$ cat src/rtl/seq_alu_pkg.sv
// rtl/seq_alu_pkg.sv - shared types and constants for the sequential ALU
// Purpose: operation codes, flag bit positions and FSM states used by
//          seq_alu and seq_alu_step.
// Ports:   none (package).
package seq_alu_pkg;

  typedef enum logic [3:0] {
    OP_ADD = 4'd0,
    OP_ADC = 4'd1,
    OP_SUB = 4'd2,
    OP_SBC = 4'd3,
    OP_CMP = 4'd4,
    OP_AND = 4'd5,
    OP_OR  = 4'd6,
    OP_XOR = 4'd7,
    OP_LSL = 4'd8,
    OP_LSR = 4'd9,
    OP_ASR = 4'd10,
    OP_ROL = 4'd11,
    OP_ROR = 4'd12
  } oper_e;

  // Flags vector layout is {V,N,Z,C}
  localparam int FLAG_C = 0;
  localparam int FLAG_Z = 1;
  localparam int FLAG_N = 2;
  localparam int FLAG_V = 3;

  typedef enum logic [1:0] {
    ST_IDLE = 2'd0,
    ST_RUN  = 2'd1,
    ST_DONE = 2'd2
  } state_e;

  function automatic logic is_shift(input logic [3:0] op);
    return (op >= OP_LSL) && (op <= OP_ROR);
  endfunction

endpackage

$ cat src/rtl/seq_alu_step.sv
// rtl/seq_alu_step.sv - one combinational ALU operation or one shift/rotate bit step
// Purpose: computes a single arithmetic/logic result, or advances a shift or
//          rotate by exactly one bit, together with the resulting flags.
// Ports:
//   oper_i     operation code (seq_alu_pkg::oper_e encoding)
//   a_i, b_i   operands (a_i is the value being shifted for shift ops)
//   flags_i    incoming flags {V,N,Z,C}
//   res_o      result
//   flags_o    resulting flags {V,N,Z,C}
//   res_we_o   result is meaningful and should be written to out
//   flags_we_o flags are meaningful and should be written
module seq_alu_step
  import seq_alu_pkg::*;
#(
  parameter int WIDTH = 8
) (
  input  logic [3:0]       oper_i,
  input  logic [WIDTH-1:0] a_i,
  input  logic [WIDTH-1:0] b_i,
  input  logic [3:0]       flags_i,
  output logic [WIDTH-1:0] res_o,
  output logic [3:0]       flags_o,
  output logic             res_we_o,
  output logic             flags_we_o
);

  logic             sub_op;
  logic [WIDTH-1:0] b_eff;
  logic             cin;
  logic [WIDTH:0]   sum;
  logic             arith_v;
  logic [WIDTH-1:0] res;
  logic             c_new;
  logic             v_new;

  // Shared adder: every arithmetic op is a + b' + cin
  always_comb begin
    sub_op = (oper_i == OP_SUB) || (oper_i == OP_SBC) || (oper_i == OP_CMP);
    b_eff  = sub_op ? ~b_i : b_i;
    case (oper_i)
      OP_ADC, OP_SBC: cin = flags_i[FLAG_C];
      OP_SUB, OP_CMP: cin = 1'b1;
      default:        cin = 1'b0;
    endcase
    sum     = {1'b0, a_i} + {1'b0, b_eff} + {{WIDTH{1'b0}}, cin};
    // Overflow: operands agree in sign but the sum does not
    arith_v = (a_i[WIDTH-1] == b_eff[WIDTH-1]) && (sum[WIDTH-1] != a_i[WIDTH-1]);
  end

  always_comb begin
    res        = a_i;
    c_new      = flags_i[FLAG_C];
    v_new      = flags_i[FLAG_V];
    res_we_o   = 1'b1;
    flags_we_o = 1'b1;
    case (oper_i)
      OP_ADD, OP_ADC, OP_SUB, OP_SBC: begin
        res   = sum[WIDTH-1:0];
        c_new = sum[WIDTH];
        v_new = arith_v;
      end
      OP_CMP: begin
        res      = sum[WIDTH-1:0];
        c_new    = sum[WIDTH];
        v_new    = arith_v;
        res_we_o = 1'b0;
      end
      OP_AND: res = a_i & b_i;
      OP_OR:  res = a_i | b_i;
      OP_XOR: res = a_i ^ b_i;
      OP_LSL: begin
        res   = {a_i[WIDTH-2:0], 1'b0};
        c_new = a_i[WIDTH-1];
      end
      OP_LSR: begin
        res   = {1'b0, a_i[WIDTH-1:1]};
        c_new = a_i[0];
      end
      OP_ASR: begin
        res   = {a_i[WIDTH-1], a_i[WIDTH-1:1]};
        c_new = a_i[0];
      end
      // Rotates go through carry: a WIDTH+1 bit ring
      OP_ROL: begin
        res   = {a_i[WIDTH-2:0], flags_i[FLAG_C]};
        c_new = a_i[WIDTH-1];
      end
      OP_ROR: begin
        res   = {flags_i[FLAG_C], a_i[WIDTH-1:1]};
        c_new = a_i[0];
      end
      default: begin
        res_we_o   = 1'b0;
        flags_we_o = 1'b0;
      end
    endcase
  end

  always_comb begin
    flags_o         = 4'b0000;
    flags_o[FLAG_C] = c_new;
    flags_o[FLAG_Z] = (res == '0);
    flags_o[FLAG_N] = res[WIDTH-1];
    flags_o[FLAG_V] = v_new;
    res_o           = res;
  end

endmodule

$ cat src/rtl/seq_alu.sv
// rtl/seq_alu.sv - multi-cycle ALU with start/busy/done handshake
// Purpose: latches an operation on start, executes it (shifts/rotates one bit
//          per cycle) and registers the result and flags.
// Ports:
//   clk, rst        clock and asynchronous active-high reset
//   start           request, sampled only when idle
//   oper            operation code (seq_alu_pkg::oper_e encoding)
//   a_in, b_in      operands; b_in[SHAMT_W-1:0] is the shift amount
//   proc_flags_in   current flags {V,N,Z,C}
//   out             registered result
//   proc_flags_out  registered flags {V,N,Z,C}
//   busy            high while an operation is in flight (RUN and DONE)
//   done            one-cycle completion pulse
module seq_alu
  import seq_alu_pkg::*;
#(
  parameter int WIDTH   = 8,
  parameter int SHAMT_W = $clog2(WIDTH)
) (
  input  logic             clk,
  input  logic             rst,
  input  logic             start,
  input  logic [3:0]       oper,
  input  logic [WIDTH-1:0] a_in,
  input  logic [WIDTH-1:0] b_in,
  input  logic [3:0]       proc_flags_in,
  output logic [WIDTH-1:0] out,
  output logic [3:0]       proc_flags_out,
  output logic             busy,
  output logic             done
);

  localparam logic [SHAMT_W-1:0] CNT_ONE = SHAMT_W'(1);

  state_e             state_q, state_d;
  logic [3:0]         op_q, op_d;
  logic [WIDTH-1:0]   a_q, a_d;
  logic [WIDTH-1:0]   b_q, b_d;
  logic [3:0]         fl_q, fl_d;
  logic [SHAMT_W-1:0] cnt_q, cnt_d;
  logic [WIDTH-1:0]   out_q, out_d;
  logic [3:0]         flags_out_q, flags_out_d;

  logic [WIDTH-1:0]   step_res;
  logic [3:0]         step_flags;
  logic               step_res_we;
  logic               step_flags_we;
  logic               shift_op;
  logic               last_run;

  seq_alu_step #(.WIDTH(WIDTH)) u_step (
    .oper_i     (op_q),
    .a_i        (a_q),
    .b_i        (b_q),
    .flags_i    (fl_q),
    .res_o      (step_res),
    .flags_o    (step_flags),
    .res_we_o   (step_res_we),
    .flags_we_o (step_flags_we)
  );

  assign shift_op = is_shift(op_q);
  // Count of 0 or 1 means this RUN cycle is the last one
  assign last_run = !shift_op || (cnt_q[SHAMT_W-1:1] == '0);

  // FSM: state register
  always_ff @(posedge clk or posedge rst) begin
    if (rst) state_q <= ST_IDLE;
    else     state_q <= state_d;
  end

  // FSM: next state
  always_comb begin
    state_d = state_q;
    case (state_q)
      ST_IDLE: if (start) state_d = ST_RUN;
      ST_RUN:  if (last_run) state_d = ST_DONE;
      ST_DONE: state_d = ST_IDLE;
      default: state_d = ST_IDLE;
    endcase
  end

  // FSM: outputs
  always_comb begin
    busy           = (state_q != ST_IDLE);
    done           = (state_q == ST_DONE);
    out            = out_q;
    proc_flags_out = flags_out_q;
  end

  // Datapath next-state
  always_comb begin
    op_d        = op_q;
    a_d         = a_q;
    b_d         = b_q;
    fl_d        = fl_q;
    cnt_d       = cnt_q;
    out_d       = out_q;
    flags_out_d = flags_out_q;
    case (state_q)
      ST_IDLE: begin
        if (start) begin
          op_d  = oper;
          a_d   = a_in;
          b_d   = b_in;
          fl_d  = proc_flags_in;
          cnt_d = b_in[SHAMT_W-1:0];
        end
      end
      ST_RUN: begin
        if (!shift_op) begin
          if (step_res_we)   out_d       = step_res;
          if (step_flags_we) flags_out_d = step_flags;
        end else if (cnt_q == '0) begin
          // Zero-length shift: pass a through, C and V untouched
          out_d               = a_q;
          flags_out_d         = fl_q;
          flags_out_d[FLAG_Z] = (a_q == '0);
          flags_out_d[FLAG_N] = a_q[WIDTH-1];
        end else begin
          a_d   = step_res;
          fl_d  = step_flags;
          cnt_d = cnt_q - CNT_ONE;
          if (cnt_q == CNT_ONE) begin
            out_d       = step_res;
            flags_out_d = step_flags;
          end
        end
      end
      default: ;
    endcase
  end

  always_ff @(posedge clk or posedge rst) begin
    if (rst) begin
      op_q        <= '0;
      a_q         <= '0;
      b_q         <= '0;
      fl_q        <= '0;
      cnt_q       <= '0;
      out_q       <= '0;
      flags_out_q <= '0;
    end else begin
      op_q        <= op_d;
      a_q         <= a_d;
      b_q         <= b_d;
      fl_q        <= fl_d;
      cnt_q       <= cnt_d;
      out_q       <= out_d;
      flags_out_q <= flags_out_d;
    end
  end

endmodule

$ cat config.mk
export PLATFORM = sky130hd
export DESIGN_NAME = seq_alu
export DESIGN_NICKNAME = d
export VERILOG_FILES = /design/src/rtl/seq_alu_pkg.sv /design/src/rtl/seq_alu_step.sv /design/src/rtl/seq_alu.sv
export SDC_FILE = /design/constraint.sdc
export NUM_CORES = 1
export LEC_CHECK = 0
export BUFFER_PORTS_ARGS = -buffer_cell sky130_fd_sc_hd__buf_4
export CORE_MARGIN = 1.5
export CORE_UTILIZATION = 48
export CTS_CLUSTER_SIZE = 28
export DETAILED_ROUTE_END_ITERATION = 6
export PLACE_DENSITY = 0.68
export SYNTH_ARGS = -nofsm -noshare
export SYNTH_HDL_FRONTEND = slang
export SYNTH_SLANG_ARGS = --single-unit
$ cat constraint.sdc
create_clock -name clk -period 6.02 [get_ports clk]
set_input_delay 1.204 -clock clk [delete_from_list [all_inputs] [get_ports clk]]
set_output_delay 1.204 -clock clk [all_outputs]
set_load 0.02 [all_outputs]
; Yosys cells after proc, flatten, opt, wreduce, memory -nomap -nowiden
; Index checks and enable logic that the tools add are counted.
[op_classes]
addsub = 3
n_eq_ne = 22
reduce_logical = 28
n_mux = 30
n_lt_le_gt_ge = 2
bitwise_logic = 4
[ops]
columns = cell, count
row1 = case mux 8 bit (9 select lines), 1
row2 = 2-to-1 mux 8 bit, 8
row3 = 2-to-1 mux 4 bit, 7
row4 = == test 4 bit (second input constant), 5
row5 = == test 4 x 3 -> 1 bit (second input constant), 4
row6 = zero test 8 bit, 2
row7 = case mux 8 bit (2 select lines), 1
row8 = OR reduction 13 bit, 1
row9 = OR reduction 12 bit, 1
row10 = adder 8 x 8 -> 9 bit, 1
row11 = adder 9 x 1 -> 9 bit, 1
row12 = 2-to-1 mux 3 bit, 3
row13 = AND 8 bit, 1
row14 = == test 4 x 2 -> 1 bit (second input constant), 2
row15 = inequality test 2 bit (second input constant), 4
row16 = NOT 8 bit, 1
row17 = bitwise OR 8 bit, 1
row18 = case mux 4 bit (2 select lines), 1
row19 = nonzero test 2 bit, 4
row20 = bitwise XOR 8 bit, 1
row21 = case mux 3 bit (2 select lines), 1
row22 = AND reduction 3 bit, 2
row23 = OR reduction 2 bit, 3
row24 = OR reduction 5 bit, 1
row25 = 24 further kinds, 32
[totals]
wordCells = 97
input_bits = 27
out_inout_bits = 14
ff_bits = 41

; Depth between registers and ports, before layout
; Gate-level depths: netlist of run 1.
[logic_depth]
word_depth = 12
mapped_depth = 15
depth_no_buf = 13

; Cells and area by module
; A second synthesis of run 1 with hierarchy kept.
[hier_totals]
hier_cells = 378
area_unflattened_um2 = 3547.2
[by_module_without_submodules]
columns = mod, instances, cells_per_inst, seq_area_each_um2, area_each_um2
row1 = seq_alu, 1, 165, 1026.0, 1995.7
row2 = seq_alu_step, 1, 213, 0.0, 1551.5

; Worst setup path before layout of run 1
; Ideal clock, no wire load.
[synth_path]
path_kind = reg2reg
from = register op_q[2]
to = register flags_out_q[1] (netlist: proc_flags_out[1])
path_stages_with_launch = 14
arrival_ps = 3476
period_less_slack_ps = 3568
path_buffers = 1
required_time_ps = 5928
setup_slack_ps = 2452
setup_time_ps = 92
path_cell_list = dfrtp_1 -> buf_2 -> clkinv_1 -> a21oi_2 -> xnor2_1 -> fa_1 -> fa_1 -> nand3_1 -> a21boi_0 -> o21a_1 -> or3_1 -> a31oi_1 -> o21ai_0 -> o31ai_2
[synth_between]
elab_chain_len = 11
word_cells_on_any_way = 36
classes_between = 2 x add/sub / 2 x order compare / 13 x eq/ne / 8 x mux / 11 x reduce/logical
[synth_lines]
columns = item, line_no
row1 = start: declaration, seq_alu.sv:36  ; logic [3:0] op_q, op_d;
row2 = start signal: assignment, seq_alu.sv:144  ; op_q <= op_d;
row3 = == test 4 x 2 -> 1 bit, "seq_alu_step.sv:38, seq_alu_step.sv:40, seq_alu_step.sv:56"
row4 = logical OR 1 bit (2 in series), seq_alu_step.sv:38  ; sub_op = (oper_i == OP_SUB) || (oper_i == OP_SBC) || (oper_i == OP_CMP);
row5 = 2-to-1 mux 8 bit, seq_alu_step.sv:39  ; b_eff = sub_op ? ~b_i : b_i;
row6 = adder 8 x 8 -> 9 bit, seq_alu_step.sv:45  ; sum = {1'b0, a_i} + {1'b0, b_eff} + {{WIDTH{1'b0}}, cin};
row7 = adder 9 x 1 -> 9 bit, seq_alu_step.sv:45
row8 = case mux 8 bit (9 select lines), seq_alu_step.sv:56  ; case (oper_i)
row9 = zero test 8 bit, seq_alu_step.sv:102  ; flags_o[FLAG_Z] = (res == '0);
row10 = 2-to-1 mux 4 bit, seq_alu.sv:124  ; if (cnt_q == CNT_ONE) begin
row11 = 2-to-1 mux 4 bit, seq_alu.sv:114  ; end else if (cnt_q == '0) begin
row12 = 2-to-1 mux 4 bit, seq_alu.sv:111  ; if (!shift_op) begin
row13 = end signal: assignment, seq_alu.sv:150  ; flags_out_q <= flags_out_d;
row14 = end: declaration, seq_alu.sv:42  ; logic [3:0] flags_out_q, flags_out_d;
; Several ways; a longest one is shown, not always the timed one. The select of a mux whose other input is x is not followed.
; A chain may end at the register's enable or synchronous reset.

; Worst setup path in the final report of run 1
[layout_path]
from = register op_q[1]
to = register fl_q[0]
[layout_between]
elab_chain_len = 10
word_cells_on_any_way = 30
classes_between = 2 x add/sub / 2 x order compare / 10 x eq/ne / 6 x mux / 10 x reduce/logical
[layout_lines]
columns = item, line_no
row1 = == test 4 x 2 -> 1 bit, "seq_alu_step.sv:38, seq_alu_step.sv:40, seq_alu_step.sv:56"
row2 = logical OR 1 bit (2 in series), seq_alu_step.sv:38
row3 = 2-to-1 mux 8 bit, seq_alu_step.sv:39
row4 = adder 8 x 8 -> 9 bit, seq_alu_step.sv:45
row5 = adder 9 x 1 -> 9 bit, seq_alu_step.sv:45
row6 = case mux 1 bit (3 select lines), seq_alu_step.sv:56
row7 = 2-to-1 mux 4 bit, seq_alu.sv:114
row8 = 2-to-1 mux 4 bit, seq_alu.sv:111
row9 = case mux 4 bit (2 select lines), seq_alu.sv:100  ; case (state_q)
row10 = end signal: assignment, seq_alu.sv:147  ; fl_q <= fl_d;
row11 = end: declaration, seq_alu.sv:39  ; logic [3:0] fl_q, fl_d;
; Several ways; a longest one is shown, not always the timed one. The select of a mux whose other input is x is not followed.

==> results of run 1 <==
## worst min path at each step
stage	startpoint	endpoint	slack [ns]	cells past startpoint
floorplan	fl_q[3]	fl_q[3]	0.47	2
global placement	out[5]	out[5]	0.46	1
detailed placement	proc_flags_out[3]	proc_flags_out[3]	0.47	2
CTS	proc_flags_out[3]	proc_flags_out[3]	0.49	2
global route	proc_flags_out[3]	proc_flags_out[3]	0.50	2
finish	proc_flags_out[3]	proc_flags_out[3]	0.48	2
## kinds of logic after synthesis
family	count (synthesis)
DFF	39
AOI/OAI and AO/OA	131
adders and majority gates	28
xor gates and xnor gates	15
muxes	12
buffers and inverters	46
and+or+nand+nor	108
## synth_stat cells (all sizes together) (3+ instances only)
master,n,area [sq um]
a21oi,24,124
xnor2,13,114
o22ai,3,18.8
and3,3,18.8
o211ai,7,52.6
nor3b,3,22.5
a221oi,8,76.3
nor2,26,97.6
nor2b,6,37.5
clkbuf,9,33.8
nor4,3,25.0
inv,24,90.1
o31ai,5,56.3
o21a,3,30.0
a31oi,6,37.5
o21ai,37,189
ha,26,325
a211oi,6,45.0
or3,3,18.8
mux2i,8,80.1
and2,3,18.8
dfrtp,39,976
a21o,8,60.1
mux2,4,45.0
nand2,49,191
a21boi,3,22.5
buf,12,73.8
nand2b,3,18.8
nand3,5,25.0
## flip-flops by register name, indices dropped and copies added, names as in the netlist
| signal | flops |
|---|---|
| a_q | 8 |
| b_q | 8 |
| out | 8 |
| op_q | 4 |
| proc_flags_out | 4 |
| cnt_q | 3 |
| fl_q | 2 |
| state_q | 2 |
## area by class of cell
cell class	count	area, sq um	share of cell area (%)
inverter	25	93.8	2.57
tap	77	96.3	2.63
clock buffer	6	82.6	2.26
clock inverter	2	35.0	0.958
sequential	39	976	26.7
timing repair buffer	44	330	9.03
multi-input combinational	294	2040	55.9
## per-stage QoR
step / hold WS, ns / std cells / worst slack, ns / utilization (%)
6_report: 0.483 / 487 / 1.47 / 56.9
4_1_cts: 0.491 / 487 / 1.48 / 56.9
2_1_floorplan: 0.471 / 379 / 2.45 / -
3_5_place_dp: 0.472 / 479 / 1.52 / 55.1
5_1_grt: 0.502 / 487 / 1.16 / 56.9
3_3_place_gp: 0.464 / 479 / 1.65 / 55.1
## routing by layer
metal / up-vias / GRT usage, % / wire length, um
li1: 1421 / - / -
met1: 1417 / 33.5 / 3920
met2: 94 / 39.5 / 4010
met3: 15 / 3.31 / 372
met4: 0 / 7.60 / 151
met5: - / 0 / 0
## critical path: stages, from the launching register on
cell	delay (ns)
dfrtp_1	0.36
buf_4	0.21
o21ai_2	0.15
buf_4	0.23
nand2b_1	0.23
a21oi_2	0.58
xnor2_1	0.18
fa_1	0.48
fa_1	0.44
nand3_1	0.12
a21boi_0	0.10
o21a_1	0.19
o21ai_0	0.25
a21oi_1	0.15
a2111oi_0	0.57
o21ai_0	0.16
==> qor.txt, run 1 <==
Cts bufs inserted = 5
Vias in the first global route = 2809
# setup viols final = 0
Most frequent cells in the layout = nand2_1 (48), buf_4 (44), dfrtp_1 (39)
Hold Path Class = register to register
Post-synthesis mux area share = 3.89%
Crit. End Element = register
CTS resizes = 0
Mean area per synthesized cell = 8.48 sq um
WP data required = 6.18 ns
Drt via density = 6.05
Die Wd = 84.8 um
Number of cells on the worst reg-to-reg path = 15
CTS tree = yes
CP Launch Type = register
Compound-Gate Fraction of Synth Area = 27.9%
FF+latch count, synth = 39
Slew HR = 27.8%
Post-Syn Area = 3210 sq um
Number of DRC markers in iteration 0 = 222
Core area = 6420 sq um
# hold bufs at CTS = 0
First-pass GRT wire length = 13900 um
Filler instances = 640
Simple-Gate Fraction of Synth Area = 15.9%
Count of flip-flops with a built-in enable after synthesis = 0
Xor/xnor share of the synthesized area = 4.32%
Post-DP Area = 3540 sq um
Period utilisation layout = 75.5%
Async S/R FF share, synth = 100%
Drt pass-1 iters = 7
I/O Pins = 41
Htree depth = 2
Initial core utilization = 50.0%
Largest net degree at the start of global routing = 40
Final Hold Fails = 0
Cell variety after synth = 64
Crit path arrival time = 4.71 ns
Main flop type after synthesis = dfrtp_1
Max Freq = 220 MHz
Reg2reg setup slack = 1.47 ns
Gate Count Post-Synth = 379
Post-synthesis net count = 434
CTS Buffer Depth = 2
Worst-Margin Slew = 1.08 ns
Setup bufs post-CTS = 0
Largest family of logic cells by synthesized area = compound AO/OA/AOI/OAI gates
Ys Warns = 0
Die area = 7200 sq um
Final Skew = 0.00477 ns
Worst R2R End = fl_q[0]
Wirelength per Cell = 17.4 um
Total GRT Usage = 24.2%
Status = finished, violations left
Overflow after GRT = 0
I/O Buffers = 38
Clk Latency, worst-skew pair = 0.30 ns
CP max FO = 22
Setup TNS Final = 0 ns
Max Cap Viol = 0
Clock-pin slew on the worst setup and hold paths = 0.08 ns
CTS root buf = clkbuf_8
Routability cong. = 0.915
RSZ-0062 raised after global routing = no
Layout area overhead = 13.8%
Nets = 464
Pins Over Slew Limit = 0
First element of the critical path = op_q[1]
FP Rows = 29
Antenna violations before repair = 0
WS Path Type = register to register
Antenna Violating Nets Remaining = 0
Failing checks = DRC
Min cycle time layout = 4.55 ns
Final instance area = 3660 sq um
WL final = 8460 um
Vert. Die Dim = 84.8 um
Ant diodes = 0
DRC = 8
CP endpoint = fl_q[0]
Layout cell share with drive strength beyond 1 = 16.3%
Part of the Yosys area used for sequential elements = 30.4%
Synth Area in Adders = 11.4%
DP HPWL = 6120 um
Reg-to-Reg Start = op_q[1]
Most common cell after layout, fill and taps aside = nand2_1
Clock sink count = 39
Detailed-route via count = 2947
Power of run 1 is not shown: default switching activity piles up to over one toggle a cycle in this logic, so the estimate is an artifact.
==> run 2, diff against run 1 <==
--- a/config.mk
+++ b/config.mk
@@ -5,6 +5,7 @@
 export SDC_FILE = /design/constraint.sdc
 export NUM_CORES = 1
 export LEC_CHECK = 0
+export ABC_AREA = 1
 export BUFFER_PORTS_ARGS = -buffer_cell sky130_fd_sc_hd__buf_4
 export CORE_MARGIN = 1.5
 export CORE_UTILIZATION = 48
==> constraint.sdc (replaced) <==
create_clock -name clk -period 4.2 [get_ports clk]
set_input_delay 0.84 -clock clk [delete_from_list [all_inputs] [get_ports clk]]
set_output_delay 0.84 -clock clk [all_outputs]
set_load 0.02 [all_outputs]
==> run 2 against run 1 <==
Compared with the run above:
- the flow still finishes with violations (DRC)
- design area up 1.3%
- utilization rose by 0.72 points
- non-clock buffer count is 2 lower
- worst setup slack worse by 0.95 ns
- fmax grew 24%
- sequential share of layout area fell by 0.33 points
- count of clock-buffer cells in the layout unchanged
- clock skew increased by 0.0043 ns
==> qor.txt, run 2 <==
Status = finished, violations left
Failing checks = DRC
Hold Path Class = register to register
# hold bufs at CTS = 0 (unchanged)
Top Family by Delay on Critical Path = simple AND/OR/NAND/NOR gates
FP Rows = 29 (unchanged)
Die area = 7240 sq um (+0.60%)
Nets = 568 (+22%)
DP HPWL = 6730 um (+9.9%)
Clk Latency, worst-skew pair = 0.30 ns (about the same)
Reg-to-Reg Start = op_q[0]
CTS Buffer Depth = 2 (unchanged)
Number of cells on the worst reg-to-reg path = 19 (+4)
WS Path Type = register to register
WL final = 8950 um (+5.9%)
Period utilisation layout = 87.5% (+12 points)
RSZ-0062 raised after global routing = no
Clock-pin slew on the worst setup and hold paths = 0.09 ns (about the same)
Max Cap Viol = 0 (unchanged)
Drt pass-1 iters = 7 (unchanged)
Vert. Die Dim = 85.1 um (+0.30%)
CP max FO = 10 (-55%)
Drt via density = 5.43 (-10%)
Worst slack at placement = 0.579 ns (-0.946 ns)
Reg2reg setup slack = 0.52 ns (-0.95 ns)
Ys Warns = 0 (unchanged)
Most common cell after layout, fill and taps aside = nand2_1
CTS root buf = clkbuf_8
Layout area overhead = 14.5%
Layout cell share with drive strength beyond 1 = 13.2% (-3.1 points)
Cell variety after synth = 40 (-38%)
Worst path slowest cell = fa_1
I/O Buffers = 38 (unchanged)
Vias in the first global route = 3019 (+7.5%)
Wirelength per Cell = 15.1 um (-13%)
Initial core utilization = 50.4% (+0.31 points)
CTS resizes = 0 (unchanged)
Setup TNS Final = 0 ns (unchanged)
Hold path depth = 2 (unchanged)
Worst-Margin Slew = 0.857 ns (-0.222 ns)
Ant diodes = 0 (unchanged)
Cts bufs inserted = 5 (unchanged)
CTS tree = yes
Most frequent cell after synthesis = nand2_1
Pins Over Slew Limit = 0 (unchanged)
Post-synth top cells = nand2_1 (132), inv_1 (63), nor2_1 (56), dfrtp_1 (39), nand3_1 (36)
Post-synthesis net count = 530 (+22%)
Top post-synthesis cells by area = dfrtp_1 (30%), nand2_1 (15%), ha_1 (10%)
Crit path arrival time = 3.87 ns (-0.84 ns)
Routability cong. = 0.938 (+2.6%)
Largest net degree at the start of global routing = 40 (unchanged)
FF+latch count, synth = 39 (unchanged)
# setup viols final = 0 (unchanged)
Core area = 6420 sq um (unchanged)
Most frequent cells in the layout = nand2_1 (132), inv_1 (63), nor2_1 (56)
Setup bufs post-CTS = 0 (unchanged)
Worst Hold End = proc_flags_out[3]
Die Wd = 85.1 um (+0.30%)
Htree depth = 2 (unchanged)
Async S/R FF share, synth = 100% (unchanged)
Main flop type after synthesis = dfrtp_1
Max Freq = 272 MHz (+24%)
Total GRT Usage = 25.7% (+1.5 points)
Crit path largest cell delay = 0.50 ns (-0.08 ns)
Post-Syn Area = 3230 sq um (+0.62%)
Worst R2R End = fl_q[0]
Gate Count Post-Synth = 475 (+25%)
Final Non-Filler Cells = 591 (+21%)
Synth top area share = 30.2% (-0.19 points)
DRC = 1 (-7)
Count of flip-flops with a built-in enable after synthesis = 0 (unchanged)
Antenna violations before repair = 0 (unchanged)
Buf/Inv on CP = 2 (unchanged)
Mean area per synthesized cell = 6.81 sq um (-20%)
I/O Pins = 41 (unchanged)
Final Skew = 0.00904 ns (+0.00426 ns)
Util after Layout = 57.7% (+0.72 points)
Min cycle time layout = 3.68 ns (-0.870 ns)
WP data required = 4.39 ns (-1.79 ns)
Number of DRC markers in iteration 0 = 211 (-5.0%)
Clock sink count = 39 (unchanged)
PnR worst setup slack = 0.523 ns (-0.950 ns)
CP dominant cell by count = nand2_1
First-pass GRT wire length = 14600 um (+4.8%)
Overflow after GRT = 0 (unchanged)
Detailed-route via count = 3207 (+8.8%)
Slew HR = 42.6% (+15 points)
CP Cell Sequence = inv_1, nand2_1, nand2_1, nand2_1, inv_2, o21ai_2, xor2_1, fa_1, fa_1, nand2_1, nand3_1, nand3b_1, nand2_1, nand2_1, a21oi_1, a211oi_1, nand3_1, nand2_1, nand2_1
CP Launch Type = register
Post-synth top area cell = dfrtp_1
Crit. End Element = register
Part of the Yosys area used for sequential elements = 30.2% (-0.19 points)
Dpl cells = 583 (+22%)
Critical hold path startpoint = proc_flags_out[3]
Antenna Violating Nets Remaining = 0 (unchanged)
Final Hold Fails = 0 (unchanged)
-- run 2: changes by cell type after synthesis, sizes merged, moves of 7 or more --
cell	before	now
nand3	5	38
a21oi	24	31
nand2	49	135
a21o	8	0
o21ai	37	26
mux2i	8	0
a221oi	8	0
nor2	26	61
xnor2	13	0
inv	24	68
-- run 2: area by class of cell --
class | count | area [sq um]
clock buffer | 6 | 82.6
clock inverter | 2 | 35.0
tap | 77 | 96.3
timing repair buffer | 42 | 315
sequential | 39 | 976
fill | 616 | 2720
multi-input combinational | 357 | 1940
inverter | 68 | 258
-- run 2: per-layer routing --
layer	GRT usage, %	vias up	part of all wire [%]
li1	-	1606	-
met1	36.2	1468	46
met2	40.5	112	46
met3	4.47	21	6.3
met4	7.60	0	2.1
met5	0	-	0
-- run 2: per-stage QoR --
step	hold WS, ns	instance area [sq um]
2_1_floorplan	0.478	3230
4_1_cts	0.501	3700
6_report	0.492	3700
5_1_grt	0.531	3700
3_3_place_gp	0.469	3590
3_5_place_dp	0.480	3590
-- run 2: worst reg2reg max path: stages, from the launching register on --
cell and delay, ns:
dfrtp_1 0.44, inv_1 0.16, nand2_1 0.13, nand2_1 0.14, nand2_1 0.12, inv_2 0.18, o21ai_2 0.10, xor2_1 0.16
fa_1 0.50, fa_1 0.42, nand2_1 0.09, nand3_1 0.12, nand3b_1 0.16, nand2_1 0.07, nand2_1 0.08, a21oi_1 0.07
a211oi_1 0.39, nand3_1 0.13, nand2_1 0.08, nand2_1 0.05
-- run 2: worst max path at each step --
stage / slack, ns / endpoint / startpoint / depth (start not counted)
after floorplan: 1.12 / proc_flags_out[0] / op_q[0] / 19
after global placement: 0.66 / proc_flags_out[0] / op_q[0] / 19
after detailed placement: 0.58 / proc_flags_out[0] / op_q[0] / 19
after CTS: 0.56 / proc_flags_out[0] / op_q[0] / 19
after global routing: 0.25 / proc_flags_out[0] / op_q[0] / 19
final: 0.52 / fl_q[0] / op_q[0] / 19
-- run 2: cells by family (layout without fill, tap and decap cells) --
logic type                 after synthesis  in the layout  share of synthesized area (%)
and+or+nand+nor                        247            247                           33.7
DFF                                     39             39                           30.2
xor gates and xnor gates                 8              8                           2.17
buffers and inverters                   79            118                           9.83
adders and majority gates               28             28                           11.3
AOI/OAI and AO/OA                       74             74                           12.9
Power of run 2 is left out for the same reason.
==> run 3, diff against run 2 <==
--- a/config.mk
+++ b/config.mk
@@ -9,6 +9,7 @@
 export BUFFER_PORTS_ARGS = -buffer_cell sky130_fd_sc_hd__buf_4
 export CORE_MARGIN = 1.5
 export CORE_UTILIZATION = 48
+export CTS_BUF_LIST = sky130_fd_sc_hd__clkbuf_16
 export CTS_CLUSTER_SIZE = 28
 export DETAILED_ROUTE_END_ITERATION = 6
 export PLACE_DENSITY = 0.68
==> run 3 against run 2 <==
Compared with the run above:
- the flow still finishes with violations (DRC)
- clock skew fell by 0.0023 ns
- worst setup slack got worse by 0.035 ns
- first-iteration DRC count fell by 6.2%
- count of clock-buffer cells in the layout fell by 1
- sequential share of layout area fell by 0.33 points
==> qor.txt, run 3 (synthesized netlist as in run 2, its figures left out) <==
DRC = 1 (unchanged)
CP max FO = 10 (unchanged)
WL final = 9080 um (+1.4%)
Drt via density = 5.53 (+1.8%)
Crit path arrival time = 3.89 ns (+0.02 ns)
Period utilisation layout = 88.4% (+0.84 points)
Clock-pin slew on the worst setup and hold paths = 0.06 ns (-0.03 ns)
# setup viols final = 0 (unchanged)
Core area = 6420 sq um (unchanged)
Clk Latency, worst-skew pair = 0.29 ns (about the same)
DP HPWL = 6730 um (unchanged)
Min cycle time layout = 3.71 ns (+0.0355 ns)
Nets = 568 (unchanged)
FP Rows = 29 (unchanged)
Most common cell after layout, fill and taps aside = nand2_1
Antenna Violating Nets Remaining = 0 (unchanged)
Metal-1 WL = 4080 um (-0.85%)
Met2 wire length = 4190 um (+2.5%)
Crit. End Element = register
Clock sink count = 39 (unchanged)
I/O Pins = 41 (unchanged)
Worst-Margin Slew = 0.840 ns (-0.0175 ns)
Setup bufs post-CTS = 0 (unchanged)
Most frequent cells in the layout = nand2_1 (132), inv_1 (63), nor2_1 (56)
Vias in the first global route = 3044 (+0.83%)
# hold bufs at CTS = 0 (unchanged)
Filler instances = 608 (-1.3%)
WS Path Type = register to register
Max Cap Viol = 0 (unchanged)
Die Wd = 85.1 um (unchanged)
Total GRT Usage = 26.1% (+0.42 points)
Hold Path Class = register to register
WP data required = 4.38 ns (about the same)
Failing checks = DRC
Cts bufs inserted = 5 (unchanged)
Final Skew = 0.00674 ns (-0.00229 ns)
Status = finished, violations left
I/O Buffers = 38 (unchanged)
Highest metal used = met4
Layout area overhead = 15.9%
Final Hold Fails = 0 (unchanged)
Vert. Die Dim = 85.1 um (unchanged)
CP Launch Type = register
Max Freq = 269 MHz (-0.96%)
Reg2reg setup slack = 0.49 ns (-0.04 ns)
Number of cells on the worst reg-to-reg path = 19 (unchanged)
Die area = 7240 sq um (unchanged)
Wirelength per Cell = 15.4 um (+1.4%)
CTS Buffer Depth = 2 (unchanged)
Htree depth = 2 (unchanged)
Largest net degree at the start of global routing = 40 (unchanged)
RSZ-0062 raised after global routing = no
Hold path depth = 2 (unchanged)
Routability cong. = 0.938 (unchanged)
CTS resizes = 0 (unchanged)
CTS root buf = clkbuf_16
Number of DRC markers in iteration 0 = 198 (-6.2%)
Routed met3 length = 655 um (+16%)
Slew HR = 43.8% (+1.2 points)
First-pass GRT wire length = 14700 um (+0.90%)
Initial core utilization = 50.4% (unchanged)
Drt pass-1 iters = 7 (unchanged)
Detailed-route via count = 3266 (+1.8%)
Setup TNS Final = 0 ns (unchanged)
Layout cell share with drive strength beyond 1 = 13.0% (-0.19 points)
Ant diodes = 0 (unchanged)
Antenna violations before repair = 0 (unchanged)
Pins Over Slew Limit = 0 (unchanged)
Overflow after GRT = 0 (unchanged)
CTS tree = yes
==> run 3: final cells by class <==
class	count	area (sq um)	area share, %
Clock buffer	5	125	3.34
Timing Repair Buffer	42	315	8.41
Multi-Input combinational cell	357	1940	51.8
Tap cell	77	96.3	2.57
Sequential cell	39	976	26.0
Clock inverter	3	38.8	1.03
Inverter	68	258	6.87
==> run 3: final timing paths <==
path                                     end               from
min reg2reg                proc_flags_out[0]  proc_flags_out[0]
min                        proc_flags_out[0]  proc_flags_out[0]
max reg2reg                proc_flags_out[0]            op_q[0]
max in group asynchronous             a_q[0]                rst
min in group asynchronous           cnt_q[0]                rst
max                        proc_flags_out[0]            op_q[0]
==> run 3: layer usage <==
layer | up-vias | global-route usage, %
li1 | 1599 | -
met1 | 1517 | 36.3
met2 | 134 | 40.9
met3 | 16 | 4.47
met4 | 0 | 9.39
met5 | - | 0
==> run 3: worst max-delay path, stage by stage (launching register included) <==
cell      delay [ns]
dfrtp_1         0.44
inv_1           0.16
nand2_1         0.12
nand2_1         0.15
nand2_1         0.12
inv_2           0.18
o21ai_2         0.10
xor2_1          0.16
fa_1            0.50
fa_1            0.42
nand2_1         0.09
nand3_1         0.12
nand3b_1        0.15
nand2_1         0.07
nand2_1         0.08
a21oi_1         0.07
a211oi_1        0.40
nand3_1         0.12
nand2_1         0.10
nand2_1         0.05
==> run 3: stage by stage <==
step | util [%] | hold WS [ns] | instances | setup slack [ns] | area [sq um]
after detailed placement | 55.8 | 0.480 | 583 | 0.579 | 3590
after floorplan | - | 0.478 | 475 | 1.12 | 3230
after global placement | 55.8 | 0.469 | 583 | 0.659 | 3590
after global routing | 58.4 | 0.521 | 591 | 0.248 | 3750
after CTS | 58.4 | 0.494 | 591 | 0.556 | 3750
final | 58.4 | 0.487 | 591 | 0.488 | 3750
Power of run 3 is left out for the same reason.
